## src/rtl/pipe_hazard_ctrl.sv

```systemverilog
// Stall/flush sequencer for the 5-stage RV32 pipeline: load-use interlock,
// multi-cycle MUL in EX, MA-stage memory handshake and wrong-path squash.
module pipe_hazard_ctrl #(
   parameter int unsigned MUL_LAT = 3,
   parameter int unsigned CNT_W   = 32
) (
   input  logic             clk,
   input  logic             rst,
   input  logic             id_valid,
   input  logic [4:0]       id_rs1,
   input  logic [4:0]       id_rs2,
   input  logic             id_use_rs1,
   input  logic             id_use_rs2,
   input  logic             ex_valid,
   input  logic [4:0]       ex_rd,
   input  logic             ex_is_load,
   input  logic             ex_is_mul,
   input  logic             ex_redirect,
   input  logic             ma_valid,
   input  logic             ma_mem_read,
   input  logic             ma_mem_write,
   input  logic             Mem_Req_Ready,
   input  logic             Read_data_Valid,
   output logic             Mem_Req_Valid,
   output logic             Read_data_Ready,
   output logic             hold_if,
   output logic             hold_id,
   output logic             hold_ex,
   output logic             hold_ma,
   output logic             bubble_ex,
   output logic             flush_id,
   output logic             mul_busy,
   output logic [CNT_W-1:0] stall_cycles
);

   typedef enum logic [1:0] {MEM_IDLE, MEM_REQ, MEM_RDW, MEM_DONE} mem_state_e;

   localparam logic [3:0] MUL_INIT  = 4'(MUL_LAT - 1);
   localparam logic       MUL_MULTI = (MUL_LAT > 1);

   mem_state_e       mem_state_q, mem_state_d;
   logic [3:0]       mul_cnt_q, mul_cnt_d;
   logic [CNT_W-1:0] stall_q, stall_d;

   logic active;
   logic mem_access;
   logic mem_hold;
   logic mul_load;
   logic mul_busy_c;
   logic mul_stall;
   logic redirect;
   logic load_use;

   assign active     = ~rst;
   assign mem_access = ma_valid & (ma_mem_read | ma_mem_write);

   always_comb begin
      mem_state_d = mem_state_q;
      case (mem_state_q)
         MEM_IDLE: if (mem_access)      mem_state_d = MEM_REQ;
         MEM_REQ:  if (Mem_Req_Ready)   mem_state_d = ma_mem_read ? MEM_RDW : MEM_DONE;
         MEM_RDW:  if (Read_data_Valid) mem_state_d = MEM_DONE;
         MEM_DONE:                      mem_state_d = MEM_IDLE;
         default:                       mem_state_d = MEM_IDLE;
      endcase
   end

   assign mem_hold = active & (((mem_state_q == MEM_IDLE) & mem_access) |
                               (mem_state_q == MEM_REQ) | (mem_state_q == MEM_RDW));

   assign mul_load   = active & MUL_MULTI & ex_valid & ex_is_mul &
                       (mul_cnt_q == 4'd0) & ~mem_hold;
   assign mul_busy_c = active & ((mul_cnt_q != 4'd0) | mul_load);
   // The final MUL cycle (counter at 1) releases EX so the result moves on.
   assign mul_stall  = mul_load | (mul_cnt_q > 4'd1);

   assign redirect = active & ex_valid & ex_redirect;
   assign load_use = active & ex_valid & ex_is_load & (ex_rd != 5'd0) & id_valid &
                     ((id_use_rs1 & (id_rs1 == ex_rd)) | (id_use_rs2 & (id_rs2 == ex_rd)));

   always_comb begin
      hold_if   = 1'b0;
      hold_id   = 1'b0;
      hold_ex   = 1'b0;
      hold_ma   = 1'b0;
      bubble_ex = 1'b0;
      flush_id  = 1'b0;
      if (mem_hold) begin
         hold_if = 1'b1;
         hold_id = 1'b1;
         hold_ex = 1'b1;
         hold_ma = 1'b1;
      end else if (mul_busy_c) begin
         hold_if = mul_stall;
         hold_id = mul_stall;
         hold_ex = mul_stall;
      end else if (redirect) begin
         flush_id  = 1'b1;
         bubble_ex = 1'b1;
      end else if (load_use) begin
         hold_if   = 1'b1;
         hold_id   = 1'b1;
         bubble_ex = 1'b1;
      end
   end

   assign Mem_Req_Valid   = active & (mem_state_q == MEM_REQ);
   assign Read_data_Ready = active & (mem_state_q == MEM_RDW);
   assign mul_busy        = mul_busy_c;
   assign stall_cycles    = stall_q;

   always_comb begin
      mul_cnt_d = mul_cnt_q;
      if (mul_load)
         mul_cnt_d = MUL_INIT;
      else if ((mul_cnt_q != 4'd0) & ~mem_hold)
         mul_cnt_d = mul_cnt_q - 4'd1;
   end

   // Saturates rather than wrapping so long runs never report a small count.
   assign stall_d = (hold_if && (stall_q != '1)) ? stall_q + CNT_W'(1) : stall_q;

   always_ff @(posedge clk) begin
      if (rst) begin
         mem_state_q <= MEM_IDLE;
         mul_cnt_q   <= 4'd0;
         stall_q     <= '0;
      end else begin
         mem_state_q <= mem_state_d;
         mul_cnt_q   <= mul_cnt_d;
         stall_q     <= stall_d;
      end
   end

endmodule

```

## config.mk

```make
export PLATFORM = sky130hd
export DESIGN_NAME = pipe_hazard_ctrl
export DESIGN_NICKNAME = d
export VERILOG_FILES = /design/src/rtl/pipe_hazard_ctrl.sv
export SDC_FILE = /design/constraint.sdc
export NUM_CORES = 1
export LEC_CHECK = 0
export CAP_MARGIN = 10
export CORE_AREA = 5 5 116 63
export CTS_CLUSTER_DIAMETER = 120
export DETAILED_ROUTE_END_ITERATION = 12
export DIE_AREA = 0 0 121 68
export PLACE_DENSITY_LB_ADDON = 0.08
export RECOVER_POWER = 100
export SLEW_MARGIN = 15
export SYNTH_ARGS = -nofsm -noshare
export SYNTH_HDL_FRONTEND = slang
export SYNTH_SLANG_ARGS = --single-unit
```

## constraint.sdc

```tcl
create_clock -name clk -period 8.3 [get_ports clk]
set_input_delay 2.49 -clock clk [delete_from_list [all_inputs] [get_ports clk]]
set_output_delay 2.49 -clock clk [all_outputs]
set_load 0.05 [all_outputs]
```

# After elaboration in Yosys (flattened, before gate mapping)
# Index checks and enable logic that the tools add are counted.
# word_totals
regBits	38
word_cells	70
# classes
n_eq_ne	9
order_cmp	1
reduce_logical	8
mux	20
n_addsub	2
bitwise	26
# ops
operator	count
$add A32 B1 Y32 const B	1
$ne A32 B32 Y1 const B	1
$and A1 B1 Y1	18
$mux W1	14
$eq A5 B5 Y1	2
$mux W2	5
$pmux W2 S4	1
$ne A2 B2 Y1 const B	3
$or A1 B1 Y1	6
$reduce_bool A5 Y1	1
$eq A2 B2 Y1 const B	2
$gt A4 B1 Y1 const B	1
$logic_not A4 Y1	1
$reduce_bool A4 Y1	1
$sub A4 B1 Y4 const B	1
$reduce_and A3 Y1	1
$eq A2 B1 Y1 const B	1
$logic_not A2 Y1	1
$not A1 Y1	2
$reduce_bool A2 Y1	1
$reduce_or A2 Y1	1
$logic_and A1 B1 Y1	1

# Depth between registers and ports, before layout
# depth
ltp_word	13
mapped_depth	10
mapped_depth_nobuf	9

# Least setup slack after synthesis
# No wires, ideal clock.
# synth_path
path_kind	input port to output port
start	in ex_valid
end	out hold_if
required_ns	5.810
setup_slack_ns	1.014
stages	7
path_buffers	2
arrival_ns	4.796
path_cell_list	nor2b_1 nand3_1 a31oi_1 a31oi_1 clkbuf_1 inv_1 buf_4
# synth_between
elab_chain_cells	9
# synth_lines
item	line_no	rtl
from (decl)	14	input logic ex_valid,
$and A1 B1 Y1 *	71, 77, 78	
$and A1 B1 Y1 (4 in series)	78	assign load_use = active & ex_valid & ex_is_load & (ex_rd != 5'd0) & id_valid &
$mux W1 (2 in series)	--	
$mux W1 * (2 in series)	--	
to (decl)	26	output logic hold_if,
# Every way passes the cells marked *; elsewhere a longest branch is shown, timed or not.

# Worst setup path after layout
# layout_path
start	in ma_mem_read
end	out mul_busy
# layout_between
elab_chain_cells	10
# layout_lines
item	line_no	rtl
from (decl)	20	input logic ma_mem_read,
$or A1 B1 Y1	55	assign mem_access = ma_valid & (ma_mem_read | ma_mem_write);
$and A1 B1 Y1	55	
$and A1 B1 Y1	68	assign mem_hold = active & (((mem_state_q == MEM_IDLE) & mem_access) |
$or A1 B1 Y1	68	
$or A1 B1 Y1	69	(mem_state_q == MEM_REQ) | (mem_state_q == MEM_RDW));
$and A1 B1 Y1	68	
$not A1 Y1	72	(mul_cnt_q == 4'd0) & ~mem_hold;
$and A1 B1 Y1	72	
$or A1 B1 Y1	73	assign mul_busy_c = active & ((mul_cnt_q != 4'd0) | mul_load);
$and A1 B1 Y1	73	
to (decl)	32	output logic mul_busy,
# Every way passes these cells.

==> impl_results.md <==
- Result of the run: finished with violations
- Failing checks: max-capacitance violations, max-slew violations
- Vias in the first global route: 2112
- Data required time of the worst path: 5.81 ns
- WS Path Type: in -> out
- Top flip-flop cell by instance count after synthesis: sky130_fd_sc_hd__dfxtp_1
- Inserted Clock Buffers: 5
- Maximum level of the CTS H-tree: 2
- Synthesis Warnings: 0
- Post-synth top area share: 32.71%
- Final hold violation count: 0
- Unrepaired setup endpoints after global routing: false
- Input/output buffers: 69
- Yosys reg bits: 38
- Average via count per standard cell: 5.492
- Mapped cell area: 2326 um2
- Number of enable-type register cells in the synthesized netlist: 0
- First-pass GRT wire length: 11190 um
- Antenna Nets Post-Route: 0
- Slew headroom: -36.29%
- GRT Util Overall: 17.40%
- Fraction of power spent switching nets: 41.84%
- Internal portion of total power: 0.4404 mW
- Fin Clk Skew: 0.005081 ns
- Minimum clock period: 7.324 ns
- Die ar.: 8228 um2
- Vias after detailed routing: 2455
- Clock network latency to the later pin of the worst-skew pair: 0.28 ns
- Clock root buffer: sky130_fd_sc_hd__clkbuf_16
- Min-delay worst type: reg -> reg
- Post-Place Worst Slack: 0.9597 ns
- Slack of the worst reg-to-reg path: 4.44 ns
- Die height: 68 um
- Largest area contributor in the synthesized netlist: sky130_fd_sc_hd__dfxtp_1
- Fmax: 136.5 MHz
- Highest signal layer in the routed design: met4
- Routed length on met1: 4110 um
- Setup violators final: 0
- Reg clk slew, reported paths: 0.06 ns
- Total global routing overflow: 0
- Max Fanout on Critical Path: 4
- Max-cap viol count: 1
- Placement row count: 21
- Number of clock sinks: 38
- Cell total after placement: 439
- Effective utilization at floorplan: 36.73%
- Count of unresolved DRC violations after routing: 0
- Kind of end point of the critical path: output port
- Final Worst Setup Slack: 0.9756 ns
- Die Span X: 121 um
- Most frequent cell after synthesis: sky130_fd_sc_hd__dfxtp_1
- CTS tree: built
- Pin count of the biggest net entering global routing: 58
- Number of iterations in the first detailed-routing pass: 6
- Final net count: 390
- Maximum VDD drop: 0.1390 mV
- HPWL after detailed placement: 5307 um
- Lkg Pwr: 1.173 nW
- Avg Inst Size Synth: 7.993 um2
- Non-Filler Instances: 447
- Ranking of synthesized cells by area: sky130_fd_sc_hd__dfxtp_1 33%, sky130_fd_sc_hd__a21oi_1 5.6%, sky130_fd_sc_hd__ha_1 3.8%
- Average wire length per cell after detail routing: 15.73 um
- Commonest cells post-synth: 38 x sky130_fd_sc_hd__dfxtp_1, 26 x sky130_fd_sc_hd__a21oi_1, 22 x sky130_fd_sc_hd__nand2_1
- Hold bufs inserted after CTS: 0
- First DRT Iteration DRCs: 236
- Fraction of final layout cells with drive strength greater than 1: 4.789%
- Core Footprint: 6332 um2
- Max clock buf depth: 2
- Async set-reset flop share out of synthesis: 0%
- Layout Area Growth over Synthesis: 38.95%
- Pwr dens: 234.3 nW/um2
- Syn Nets: 327
- Num ports: 70
- Final clock period utilization by the worst path: 88.25%
- Switching power: 0.3168 mW
- Actual slew at the worst max-slew pin: 2.044 ns
- Setup Fix Bufs, Post-CTS: 0
- Met2 routed wirelength: 2401 um
- Number of slew-limit violations in the final report: 58
- Antenna violations before repair: 0
- Clock group share of total power: 28.5%
- Detailed-routed wire length on met3: 491 um
- Number of cells produced by synthesis: 291
- Sequential fraction of design power: 28.5%
- Sequential fraction of the synthesis area: 32.71%
- Gate power share: 43.0%
- Startpoint type of the worst setup path: primary input
- Number of inserted diodes: 0
- Number of distinct standard cells referenced by the synthesized netlist: 47
- Final routed wirelength across all metal layers: 7033 um
- Setup TNS Final: 0 ns
- Routability cong.: 0.7809
- Arrival @ worst endpoint: 4.83 ns
- Number of resized instances in the post-cts repair step: 0
==> power by group through the flow <==
stage	sequential (mW)	combinational [mW]	clock, mW
floorplan	0.226	0.231	0
global placement	0.219	0.356	0
detailed placement	0.219	0.355	0
CTS	0.216	0.356	0.222
global route	0.219	0.350	0.229
finish	0.216	0.325	0.216
==> state kept, by name, summed over array words and instances, names as in the netlist <==
name	flops
stall_cycles	32
mul_cnt_q	4
mem_state_q	2
==> cell usage in the layout, fill, tap and decap left out, types with 7 or more instances in the layout <==
cell and n:
sky130_fd_sc_hd__nor4_1 8, sky130_fd_sc_hd__inv_1 9, sky130_fd_sc_hd__o21ai_0 17, sky130_fd_sc_hd__xnor2_1 10
sky130_fd_sc_hd__nand2_1 22, sky130_fd_sc_hd__dlygate4sd3_1 41, sky130_fd_sc_hd__or4_1 10, sky130_fd_sc_hd__or3_1 14
sky130_fd_sc_hd__nand3_1 14, sky130_fd_sc_hd__ha_1 7, sky130_fd_sc_hd__dfxtp_1 38, sky130_fd_sc_hd__nor2_1 17
sky130_fd_sc_hd__a21oi_1 26, sky130_fd_sc_hd__o31ai_1 7, sky130_fd_sc_hd__clkdlybuf4s50_1 26, sky130_fd_sc_hd__nand4_1 13
==> metal layers <==
metal | global-route usage, % | vias to the layer above
met3 | 5.037 | 2
met2 | 20.94 | 77
met5 | 0 | -
met4 | 4.237 | 0
met1 | 28.32 | 1133
li1 | - | 1243
==> per-stage QoR <==
stage | utilization [%] | area, um2 | power (mW) | hold slack [ns]
final | 51.04 | 3232 | 0.7572 | 0.5058
after global routing | 51.04 | 3232 | 0.7970 | 0.5489
after CTS | 51.85 | 3283 | 0.7939 | 0.5202
after detailed placement | 49.28 | 3120 | 0.5742 | 0.5094
after global placement | 49.28 | 3120 | 0.5749 | 0.4933
after floorplan | - | 2326 | 0.4573 | 0.4798
==> worst max-delay path, stage by stage <==
cell and delay [ns]:
sky130_fd_sc_hd__dlygate4sd3_1 0.57, sky130_fd_sc_hd__o211ai_1 0.31, sky130_fd_sc_hd__a41oi_1 0.15, sky130_fd_sc_hd__or2_2 0.32, sky130_fd_sc_hd__inv_1 0.11, sky130_fd_sc_hd__dlygate4sd3_1 0.88
==> cell type report <==
cell class | instances | area [um2]
clock inverter | 1 | 30.03
fill | 600 | 3100
tap | 92 | 115.1
clock buffer | 7 | 132.6
timing repair buffer | 71 | 689.4
multi-input combinational | 229 | 1470
sequential | 38 | 760.7
inverter | 9 | 33.78
==> cell families after synthesis <==
| logic type | count (synthesis) | share of synthesized area (%) |
|---|---|---|
| XOR/XNOR | 10 | 3.765 |
| flip-flops | 38 | 32.71 |
| adder cells (fa/ha/maj) | 7 | 3.765 |
| multiplexers | 4 | 1.883 |
| AND/OR/NAND/NOR | 131 | 32.38 |
| buffers and inverters | 24 | 4.088 |
| AO/OA/AOI/OAI | 77 | 21.41 |
==> worst paths after layout <==
check / cells past startpoint / start / endpoint
hold / removal: 2 / stall_cycles[31] / stall_cycles[31]
setup reg to reg: 9 / mem_state_q[1] / stall_cycles[27]
hold reg to reg: 2 / stall_cycles[31] / stall_cycles[31]
setup / recovery: 6 / ma_mem_read / mul_busy
No activity file was read; power rests on OpenSTA's default activity.
